$ cat src/rtl/iterative_muldiv_unit.sv
// Multi-cycle signed/unsigned multiply (shift-add) and divide (restoring) unit, one bit per cycle.
// Define MULDIV_FAST_MUL_EN to compute MUL/MULU in a single cycle; DIV is always iterative.
module iterative_muldiv_unit #(
  parameter int unsigned W = 32
) (
  input  logic         clk,
  input  logic         rst,
  input  logic         start_i,
  input  logic [1:0]   op_i,
  input  logic [W-1:0] reg1_i,
  input  logic [W-1:0] reg2_i,
  input  logic [4:0]   destination_i,
  input  logic [4:0]   destination2_i,
  output logic         ready_o,
  output logic         valid_o,
  output logic [W-1:0] result_o,
  output logic [W-1:0] result2_o,
  output logic [4:0]   destination_o,
  output logic [4:0]   destination2_o,
  output logic [2:0]   flags_o,
  output logic         flags_we_o
);

  localparam int unsigned CNT_W = $clog2(W) + 1;

  typedef enum logic [1:0] {S_IDLE, S_CALC, S_DONE} state_t;

  state_t           state_q;
  logic [CNT_W-1:0] cnt_q;
  logic             is_div_q, neg_q, rneg_q, ov_q;
  logic [W-1:0]     opb_q;
  logic [2*W-1:0]   acc_q;
  logic [4:0]       dst_q, dst2_q;

  logic             ready_q, valid_q, flags_we_q;
  logic [W-1:0]     result_q, result2_q;
  logic [4:0]       dst_out_q, dst2_out_q;
  logic [2:0]       flags_q;

  logic             in_signed, in_div, in_ov;
  logic [W-1:0]     mag1, mag2;
  logic [W:0]       mul_sum, div_top, div_diff;
  logic [2*W-1:0]   acc_step, prod_fix;
  logic [W-1:0]     quo_fix, rem_fix;

  always_comb begin
    in_signed = ~op_i[0];
    in_div    = op_i[1];
    mag1      = (in_signed && reg1_i[W-1]) ? -reg1_i : reg1_i;
    mag2      = (in_signed && reg2_i[W-1]) ? -reg2_i : reg2_i;
    in_ov     = in_signed && in_div && (reg2_i == {1'b1, {(W-1){1'b0}}}) && (reg1_i == '1);
  end

  // acc_q holds {product-high, multiplier} for MUL and {partial remainder, dividend/quotient} for DIV
  always_comb begin
    mul_sum  = {1'b0, acc_q[2*W-1:W]} + (acc_q[0] ? {1'b0, opb_q} : '0);
    div_top  = {acc_q[2*W-1:W], acc_q[W-1]};
    div_diff = div_top - {1'b0, opb_q};
    if (is_div_q) begin
      if (!div_diff[W])
        acc_step = {div_diff[W-1:0], acc_q[W-2:0], 1'b1};
      else
        acc_step = {div_top[W-1:0], acc_q[W-2:0], 1'b0};
    end else begin
      acc_step = {mul_sum, acc_q[W-1:1]};
    end
    prod_fix = neg_q ? -acc_step : acc_step;
    quo_fix  = neg_q ? -acc_step[W-1:0] : acc_step[W-1:0];
    rem_fix  = rneg_q ? -acc_step[2*W-1:W] : acc_step[2*W-1:W];
  end

`ifdef MULDIV_FAST_MUL_EN
  logic signed [2*W-1:0] fast_s;
  logic        [2*W-1:0] fast_u, fast_prod;

  always_comb begin
    fast_s    = $signed(reg2_i) * $signed(reg1_i);
    fast_u    = {{W{1'b0}}, reg2_i} * {{W{1'b0}}, reg1_i};
    fast_prod = in_signed ? fast_s : fast_u;
  end
`endif

  always_ff @(posedge clk) begin
    if (rst) begin
      state_q    <= S_IDLE;
      cnt_q      <= '0;
      is_div_q   <= 1'b0;
      neg_q      <= 1'b0;
      rneg_q     <= 1'b0;
      ov_q       <= 1'b0;
      opb_q      <= '0;
      acc_q      <= '0;
      dst_q      <= '0;
      dst2_q     <= '0;
      ready_q    <= 1'b1;
      valid_q    <= 1'b0;
      result_q   <= '0;
      result2_q  <= '0;
      dst_out_q  <= '0;
      dst2_out_q <= '0;
      flags_q    <= '0;
      flags_we_q <= 1'b0;
    end else begin
      case (state_q)
        S_IDLE: begin
          if (start_i) begin
            ready_q  <= 1'b0;
            cnt_q    <= '0;
            is_div_q <= in_div;
            neg_q    <= in_signed && (reg1_i[W-1] ^ reg2_i[W-1]);
            rneg_q   <= in_signed && reg2_i[W-1];
            ov_q     <= in_ov;
            dst_q    <= destination_i;
            dst2_q   <= destination2_i;
            opb_q    <= in_div ? mag1 : mag2;
            acc_q    <= {{W{1'b0}}, (in_div ? mag2 : mag1)};
            if (in_div && (reg1_i == '0)) begin
              state_q    <= S_DONE;
              valid_q    <= 1'b1;
              result_q   <= '0;
              result2_q  <= reg2_i;
              flags_q    <= 3'b101;
              flags_we_q <= 1'b1;
              dst_out_q  <= destination_i;
              dst2_out_q <= destination2_i;
            end
`ifdef MULDIV_FAST_MUL_EN
            else if (!in_div) begin
              state_q    <= S_DONE;
              valid_q    <= 1'b1;
              result_q   <= fast_prod[W-1:0];
              result2_q  <= fast_prod[2*W-1:W];
              flags_q    <= '0;
              flags_we_q <= 1'b0;
              dst_out_q  <= destination_i;
              dst2_out_q <= destination2_i;
            end
`endif
            else begin
              state_q <= S_CALC;
            end
          end
        end
        S_CALC: begin
          acc_q <= acc_step;
          cnt_q <= cnt_q + CNT_W'(1);
          // final sign fix-up is folded into the last iteration so DONE is purely a strobe cycle
          if (cnt_q == CNT_W'(W - 1)) begin
            state_q    <= S_DONE;
            valid_q    <= 1'b1;
            dst_out_q  <= dst_q;
            dst2_out_q <= dst2_q;
            if (is_div_q) begin
              result_q   <= quo_fix;
              result2_q  <= rem_fix;
              flags_q    <= {ov_q, quo_fix[W-1], (quo_fix == '0)};
              flags_we_q <= 1'b1;
            end else begin
              result_q   <= prod_fix[W-1:0];
              result2_q  <= prod_fix[2*W-1:W];
              flags_q    <= '0;
              flags_we_q <= 1'b0;
            end
          end
        end
        S_DONE: begin
          state_q <= S_IDLE;
          valid_q <= 1'b0;
          ready_q <= 1'b1;
        end
        default: begin
          state_q <= S_IDLE;
          valid_q <= 1'b0;
          ready_q <= 1'b1;
        end
      endcase
    end
  end

  assign ready_o        = ready_q;
  assign valid_o        = valid_q;
  assign result_o       = result_q;
  assign result2_o      = result2_q;
  assign destination_o  = dst_out_q;
  assign destination2_o = dst2_out_q;
  assign flags_o        = flags_q;
  assign flags_we_o     = flags_we_q;

endmodule

$ cat config.mk
export PLATFORM = sky130hd
export DESIGN_NAME = iterative_muldiv_unit
export DESIGN_NICKNAME = d
export VERILOG_FILES = /design/src/rtl/iterative_muldiv_unit.sv
export SDC_FILE = /design/constraint.sdc
export NUM_CORES = 1
export LEC_CHECK = 0
export BUFFER_PORTS_ARGS = -buffer_cell sky130_fd_sc_hd__buf_2
export CORE_MARGIN = 2
export CORE_UTILIZATION = 50
export DETAILED_ROUTE_END_ITERATION = 8
export PLACE_DENSITY = 0.72
export SLEW_MARGIN = 20
export SYNTH_ARGS = -nofsm -noshare
export SYNTH_HDL_FRONTEND = slang
export SYNTH_SLANG_ARGS = --single-unit
$ cat constraint.sdc
create_clock -name clk -period 4.5 [get_ports clk]
set_input_delay 0.45 -clock clk [delete_from_list [all_inputs] [get_ports clk]]
set_output_delay 0.45 -clock clk [all_outputs]
set_load 0.1 [all_outputs]
### Yosys cells after proc, flatten, opt, wreduce, memory -nomap -nowiden

Cells that the tools add are included.

| storage, ports and cells | value |
|---|---|
| flip-flop bits (word level) | 198 |
| output and inout port bits | 80 |
| word-level logic and storage cells | 103 |

| operators by class | value |
|---|---|
| add/subtract/negate cells | 8 |
| eq/ne operators | 7 |
| mux-type cells | 50 |
| bitwise gates (word level) | 3 |
| reduce and logical (&&, ||, !) cells | 17 |

Operators with widths:

| operator | number |
|---|---|
| 2-to-1 mux 32 bit | 15 |
| 2-to-1 mux 64 bit | 4 |
| negator 32 bit | 4 |
| case mux 32 bit (2 select lines) | 2 |
| case mux 64 bit (2 select lines) | 1 |
| equality test 32 bit (second input constant) | 2 |
| logical NOT 32 bit | 2 |
| negator 64 bit | 1 |
| adder 32 x 32 -> 33 bit | 1 |
| subtractor 33 x 32 -> 33 bit | 1 |
| 2-to-1 mux 5 bit | 6 |
| case mux 5 bit (2 select lines) | 2 |
| 2-to-1 mux 3 bit | 4 |
| case mux 6 bit (2 select lines) | 1 |
| AND reduction 2 bit | 4 |
| logical AND 1 bit | 7 |
| adder 6 x 1 -> 6 bit (second input constant) | 1 |
| equality test 6 x 5 -> 1 bit (second input constant) | 1 |
| 2-to-1 mux 1 bit | 6 |
| 2-to-1 mux 2 bit | 3 |
| 2-to-1 mux 6 bit | 1 |
| inequality test 2 bit (second input constant) | 3 |
| case mux 1 bit (2 select lines) | 3 |
| case mux 3 bit (2 select lines) | 1 |
| 8 further kinds | 9 |

### Longest topological paths before layout

| logic depth | value |
|---|---|
| depth in word-level cells | 9 |
| gate-level depth with buffers | 23 |
| gate-level depth less buffers | 22 |

### Least setup slack after synthesis

Ideal clock, no wire load.

| timing path | value |
|---|---|
| path kind | flip-flop to flip-flop |
| from | reg acc_q[31] |
| to | reg result2_q[12] (netlist: result2_o[12]) |
| setup time | 0.070 ns |
| arrival | 4.803 ns |
| required time | 4.430 ns |
| slack | -0.374 ns |
| stages on the path, launching flop included | 24 |
| path buffers | 1 |
| period minus slack after synthesis | 4.874 ns |
| path through | dfxtp_1 -> inv_1 -> ha_1 -> inv_1 -> fa_1 -> a211oi_1 -> o211ai_1 -> nand3_1 -> a21oi_4 -> o21a_4 -> nor2_2 -> clkbuf_1 -> mux2i_1 -> nor2_1 -> a21oi_1 -> ha_1 -> nand3_1 -> or3_1 -> or4_1 -> o31ai_1 -> a311o_2 -> xor2_1 -> a311o_1 -> a21oi_1 |

| on the way | value |
|---|---|
| cells in the longest elaborated chain, start to end | 8 |
| elaborated cells between the ends (all ways) | 10 |

RTL lines:

| item | line | text |
|---|---|---|
| start, declared | 32 | `logic [2*W-1:0] acc_q;` |
| start signal, assigned | 116 | `acc_q <= {{W{1'b0}}, (in_div ? mag2 : mag1)};` |
| start signal, assigned | 145 | `acc_q <= acc_step;` |
| subtractor 33 x 32 -> 33 bit | 58 | `div_diff = div_top - {1'b0, opb_q};` |
| 2-to-1 mux 64 bit | 60 | `if (!div_diff[W])` |
| 2-to-1 mux 64 bit * | 59 | `if (is_div_q) begin` |
| negator 64 bit or negator 32 bit (tied branches) | 67, 69 |  |
| 2-to-1 mux 64 bit or 2-to-1 mux 32 bit (tied branches) | 67, 69 |  |
| 2-to-1 mux 32 bit * | 153 | `if (is_div_q) begin` |
| 2-to-1 mux 32 bit * | 148 | `if (cnt_q == CNT_W'(W - 1)) begin` |
| case mux 32 bit (2 select lines) * | 104 | `case (state_q)` |
| end signal, assigned | 121 | `result2_q <= reg2_i;` |
| end signal, assigned | 155 | `result2_q <= rem_fix;` |
| end signal, assigned | 160 | `result2_q <= prod_fix[2*W-1:W];` |
| end, declared | 36 | `logic [W-1:0] result_q, result2_q;` |

Mark *: on every way between the ends. The rest lies on a longest branch, timed or not. The select of a mux whose other input is x is not followed.
A chain may end at the register's enable or synchronous reset.

### Worst setup path after layout

| timing path | value |
|---|---|
| from | reg opb_q[31] |
| to | reg result2_q[20] (netlist: result2_o[20]) |

| on the way | value |
|---|---|
| cells in the longest elaborated chain, start to end | 8 |
| elaborated cells between the ends (all ways) | 10 |

RTL lines:

| item | line | text |
|---|---|---|
| start, declared | 31 | `logic [W-1:0] opb_q;` |
| start signal, assigned | 115 | `opb_q <= in_div ? mag1 : mag2;` |
| subtractor 33 x 32 -> 33 bit * | 58 |  |
| 2-to-1 mux 64 bit * | 60 |  |
| 2-to-1 mux 64 bit * | 59 |  |
| negator 64 bit or negator 32 bit (tied branches) | 67, 69 |  |
| 2-to-1 mux 64 bit or 2-to-1 mux 32 bit (tied branches) | 67, 69 |  |
| 2-to-1 mux 32 bit * | 153 |  |
| 2-to-1 mux 32 bit * | 148 |  |
| case mux 32 bit (2 select lines) * | 104 |  |

Marks and branches as above.

==> impl_summary.txt <==
----------------------------------------------------
[Yosys]
  Top-area cell type share of the netlist area ... 24.2%
  Synth Cell Area ... 0.0164 sq mm
  Share of flip-flops with an asynchronous set or reset after synthesis ... 0%
  Cell variety after synth ... 100
  Instance count of the mapped netlist ... 2,243
  Fraction of the yosys area taken by sequential cells ... 24.2%
  Top flip-flop cell by instance count after synthesis ... sky130_fd_sc_hd__dfxtp_1
  Number of synthesized flops with an enable pin ... 0
  Cell taking the most area after synthesis ... sky130_fd_sc_hd__dfxtp_1
  Top cells by area in the synthesized netlist ... sky130_fd_sc_hd__dfxtp_1 (24%), sky130_fd_sc_hd__nand2_1 (6.8%), sky130_fd_sc_hd__a21oi_1 (6.2%), sky130_fd_sc_hd__nor2_1 (5.8%), sky130_fd_sc_hd__ha_1 (5.3%)
  Post-Syn Area per Cell ... 7.30 sq um
  Synthesized net count ... 2,393
  Warnings from Yosys ... 0
  Flop and latch count out of synthesis ... 198

[Setup path]
  WP data required ... 4900 ps
  Number of cells traversed by the worst register-to-register path ... 19
  CP endpoint kind ... register
  Crit path kind ... register to register
  Arrival @ worst endpoint ... just under 5000 ps
  Cells along the critical path ... inv_1 > ha_1 > nand4_1 > nand3b_1 > a21oi_4 > buf_4 > or3_1 > nand4_1 > and3_4 > inv_2 > ha_4 > inv_2 > or3_1 > o311a_1 > a311o_1 > o31ai_2 > xor2_1 > o221ai_1 > nand2_1
  Setup crit end ... result2_o[20]$_SDFFE_PP0P_
  Slowest stage cell, crit path ... sky130_fd_sc_hd__nand3b_1
  Worst Setup Start Kind ... register
  Bufs and invs on worst path ... 4
  Worst r2r src ... opb_q[31]$_SDFFE_PP0P_
  Critical Path Start ... opb_q[31]$_SDFFE_PP0P_
  Top fanout value on the critical path ... 4
  Register-to-Register Setup Slack ... 40 ps
  Critical Path Stages ... 19
  Critical path's top delay family ... simple AND/OR/NAND/NOR gates
  Slowest cell delay on critical path ... approximately 400 ps
  Capture instance of the worst register-to-register path ... result2_o[20]$_SDFFE_PP0P_

[GRT]
  Via count of the first global-routing pass ... 16.9k
  Met3 capacity usage during global routing ... under 10%
  Met2 routing resource usage after global routing ... 57.9%
  Global routing usage on met1 ... 55.9%
  Global-route usage over all layers ... 38.8%
  Pin count of the biggest net entering global routing ... 97
  GR peak layer ... met2
  Overall overflow remaining after global route ... 0
  Antenna violations before repair ... 1
  First-pass GRT wire length ... 101 mm

[Die]
  Standard-cell rows ... 66
  Chip height ... 185 microns
  Die area ... 0.0342 sq mm
  Horizontal die dimension ... 185 microns
  Area of the core ... 0.0324 sq mm
  Starting utilization of the core area ... 50.6%
  Total I/O pin count ... 159

[STA]
  Achievable Freq ... about 220 MHz
  RSZ-0062 raised after global routing ... yes
  Final period util ... 99.1%
  Slew headroom ... between 20% and 30%
  Finish-stage setup viols ... 0
  Final Hold Vio Count ... 0
  Worst Tran Pin Value ... 1160 ps
  Clock period minus final worst setup slack ... 4460 ps
  Worst-case setup margin in the final layout ... 38.9 ps
  Max-slew violation count ... 0
  Maximum clock skew at final layout ... 12.7 ps

[Clock tree]
  CTS tree ... yes
  Total number of H-tree levels ... 4
  CTS max path bufs ... 2
  Sinks on Clock Net ... roughly 200
  Cts bufs inserted ... 17
  Worst-skew pair later-pin latency ... between 400 and 500 ps
  Root Buffer Master ... sky130_fd_sc_hd__clkbuf_16
  Clock slew seen by the registers of the worst setup and hold paths ... 80 ps

[Power and ir drop]
  VDD IR-drop max ... 0.285 mV
  Cell leakage power ... 0.00797 uW
  Power density of the placed cells ... 279 mW/mm^2

[Outcome]
  Result of the run ... finished clean

[Detailed routing]
  Vias ... between 15k and 20k
  Antenna-violating nets left ... 0
  Vias per Instance ... 6.40
  Final WL ... 68.1 mm
  Mean routed wirelength per cell ... 23.4 microns
  Post-route DRC violation count ... 0
  Count of TritonRoute iterations in the first routing pass ... 6
  Starting DRT DRC Count ... between 2k and 3k

[Cells and area]
  Net count of the finished layout ... 2,608
  Post-Layout Cell Count ... 2,914
  Area added between synthesis and finish ... 19.9%
  Post-route cell area ... 0.0196 sq mm
  Fraction of layout instances using a drive strength above 1 ... ~22%

[Placement]
  Routability cong. ... 1.05
  Placed instance count ... 2,873
  Worst slack, placed ... -134 ps
  Hpwl dp ... ~53 mm
  Count of port buffers added during placement ... 158
  Placed cell areas ... 0.0186 sq mm

[Run]
  Count of maximum capacitance violations ... 0

[Hold path]
  Path class of the lowest-slack min-delay path ... input pin to register

----------------------------------------------------
## placed cells by master, fill, tap and decap left out, drive strengths merged, types with 21 or more instances in the layout
master  netlist  routed
a211oi       24      24
a21o         27      27
a21oi       205     205
a22oi        62      62
a31oi        28      28
and2         43      43
buf          39     342
dfxtp       198     198
ha           69      69
inv          71      78
mux2i        33      33
nand2       296     296
nand3        28      28
nand4        31      31
nor2        254     254
nor3         55      55
nor4         31      31
o211ai       58      58
o21a         21      21
o21ai       129     129
o221ai       21      21
o31ai        27      27
or3          23      23
xnor2        92      92
xor2         71      71
## worst min-delay path, delay by kind of cell
kind                   cells  cell delay, ps
AO/OA/AOI/OAI              1              50
buffers and inverters      1             100
AND/OR/NAND/NOR            1              50
## logic make-up (layout without fill, tap and decap cells)
group | after synthesis | after routing | share of synthesized area (%)
muxes | 47 | 47 | 3.02
xor gates and xnor gates | 163 | 163 | 8.71
adders and majority gates | 71 | 71 | 5.51
other | 0 | 1 | 0
DFF | 198 | 198 | 24.2
and+or+nand+nor | 837 | 837 | 23.9
buffers and inverters | 217 | 445 | 5.48
AOI/OAI and AO/OA | 710 | 710 | 29.2
## cells in the mapped netlist, types with 20 or more instances
library cell and n:
sky130_fd_sc_hd__a211oi_1 21, sky130_fd_sc_hd__a21o_1 27, sky130_fd_sc_hd__a21oi_1 202, sky130_fd_sc_hd__a22oi_1 62, sky130_fd_sc_hd__a31oi_1 26, sky130_fd_sc_hd__and2_1 42
sky130_fd_sc_hd__buf_2 21, sky130_fd_sc_hd__clkbuf_1 107, sky130_fd_sc_hd__dfxtp_1 198, sky130_fd_sc_hd__ha_1 69, sky130_fd_sc_hd__inv_1 70, sky130_fd_sc_hd__mux2i_1 33
sky130_fd_sc_hd__nand2_1 295, sky130_fd_sc_hd__nand3_1 27, sky130_fd_sc_hd__nand4_1 29, sky130_fd_sc_hd__nor2_1 252, sky130_fd_sc_hd__nor3_1 52, sky130_fd_sc_hd__nor4_1 28
sky130_fd_sc_hd__o211ai_1 56, sky130_fd_sc_hd__o21a_1 20, sky130_fd_sc_hd__o21ai_0 119, sky130_fd_sc_hd__o221ai_1 20, sky130_fd_sc_hd__o31ai_1 26, sky130_fd_sc_hd__or3_1 21
sky130_fd_sc_hd__xnor2_1 92, sky130_fd_sc_hd__xor2_1 71
## metal layers
layer  vias up  routed length [microns]
met5         -                       13
met4         2                     2110
met3       139                     7320
met2      1079                    29300
met1      8855                    29400
li1       8565                        -
## what timing repair did
action / in CTS / in global routing
pin swaps: 8 / 23
endpoints found under the hold margin: 0 / 0
buffers inserted: 1 / 7
endpoints found under the setup margin: 9 / 24
resized for setup: 7 / 75
hold buffers: 0 / 0
gates cloned: 0 / 0
## report_power, final
group	switching, uW	total [uW]	internal (uW)
Sequential	67.0	1880	1810
Clock	794	1580	787
Combinational	1280	2020	736
Total	2140	5480	3340
## area by class of cell
cell class	instances	area, sq um
Clock buffer	17	425
Inverter	71	267
Tap cell	442	553
Fill cell	3087	12700
Sequential cell	198	3980
Timing Repair Buffer	342	2230
Antenna cell	1	2.50
Multi-Input combinational cell	1828	12000
Clock inverter	15	160
## stage by stage
stage	hold slack, ps	total power (uW)	setup TNS (ps)	util (%)
CTS	221	5340	-41.9	59.3
global route	228	5670	-289	60.6
finish	233	5480	0	60.7
global placement	424	3760	-12.1	57.4
detailed placement	428	3770	-344	57.4
floorplan	437	3080	0	-
## sequential cells by signal, indices dropped and copies added (netlist names), 2 cells and up
| register | flops |
|---|---|
| acc_q | 64 |
| cnt_q | 6 |
| destination2_o | 5 |
| destination_o | 5 |
| dst2_q | 5 |
| dst_q | 5 |
| flags_o | 3 |
| opb_q | 32 |
| result2_o | 32 |
| result_o | 32 |
| state_q | 2 |
## worst min-delay path by stage
stage / from / endpoint / slack [ps] / depth (start not counted)
finish: destination2_i[1] / dst2_q[1]$_SDFFE_PP0P_ / 230 / 3
global route: destination_i[1] / dst_q[1]$_SDFFE_PP0P_ / 230 / 3
CTS: destination2_i[4] / dst2_q[4]$_SDFFE_PP0P_ / 220 / 3
detailed placement: result2_o[13]$_SDFFE_PP0P_ / result2_o[13]$_SDFFE_PP0P_ / 430 / 2
global placement: result2_o[11]$_SDFFE_PP0P_ / result2_o[11]$_SDFFE_PP0P_ / 420 / 2
floorplan: dst2_q[0]$_SDFFE_PP0P_ / dst2_q[0]$_SDFFE_PP0P_ / 440 / 2
Power figures use the tool's default switching activity.
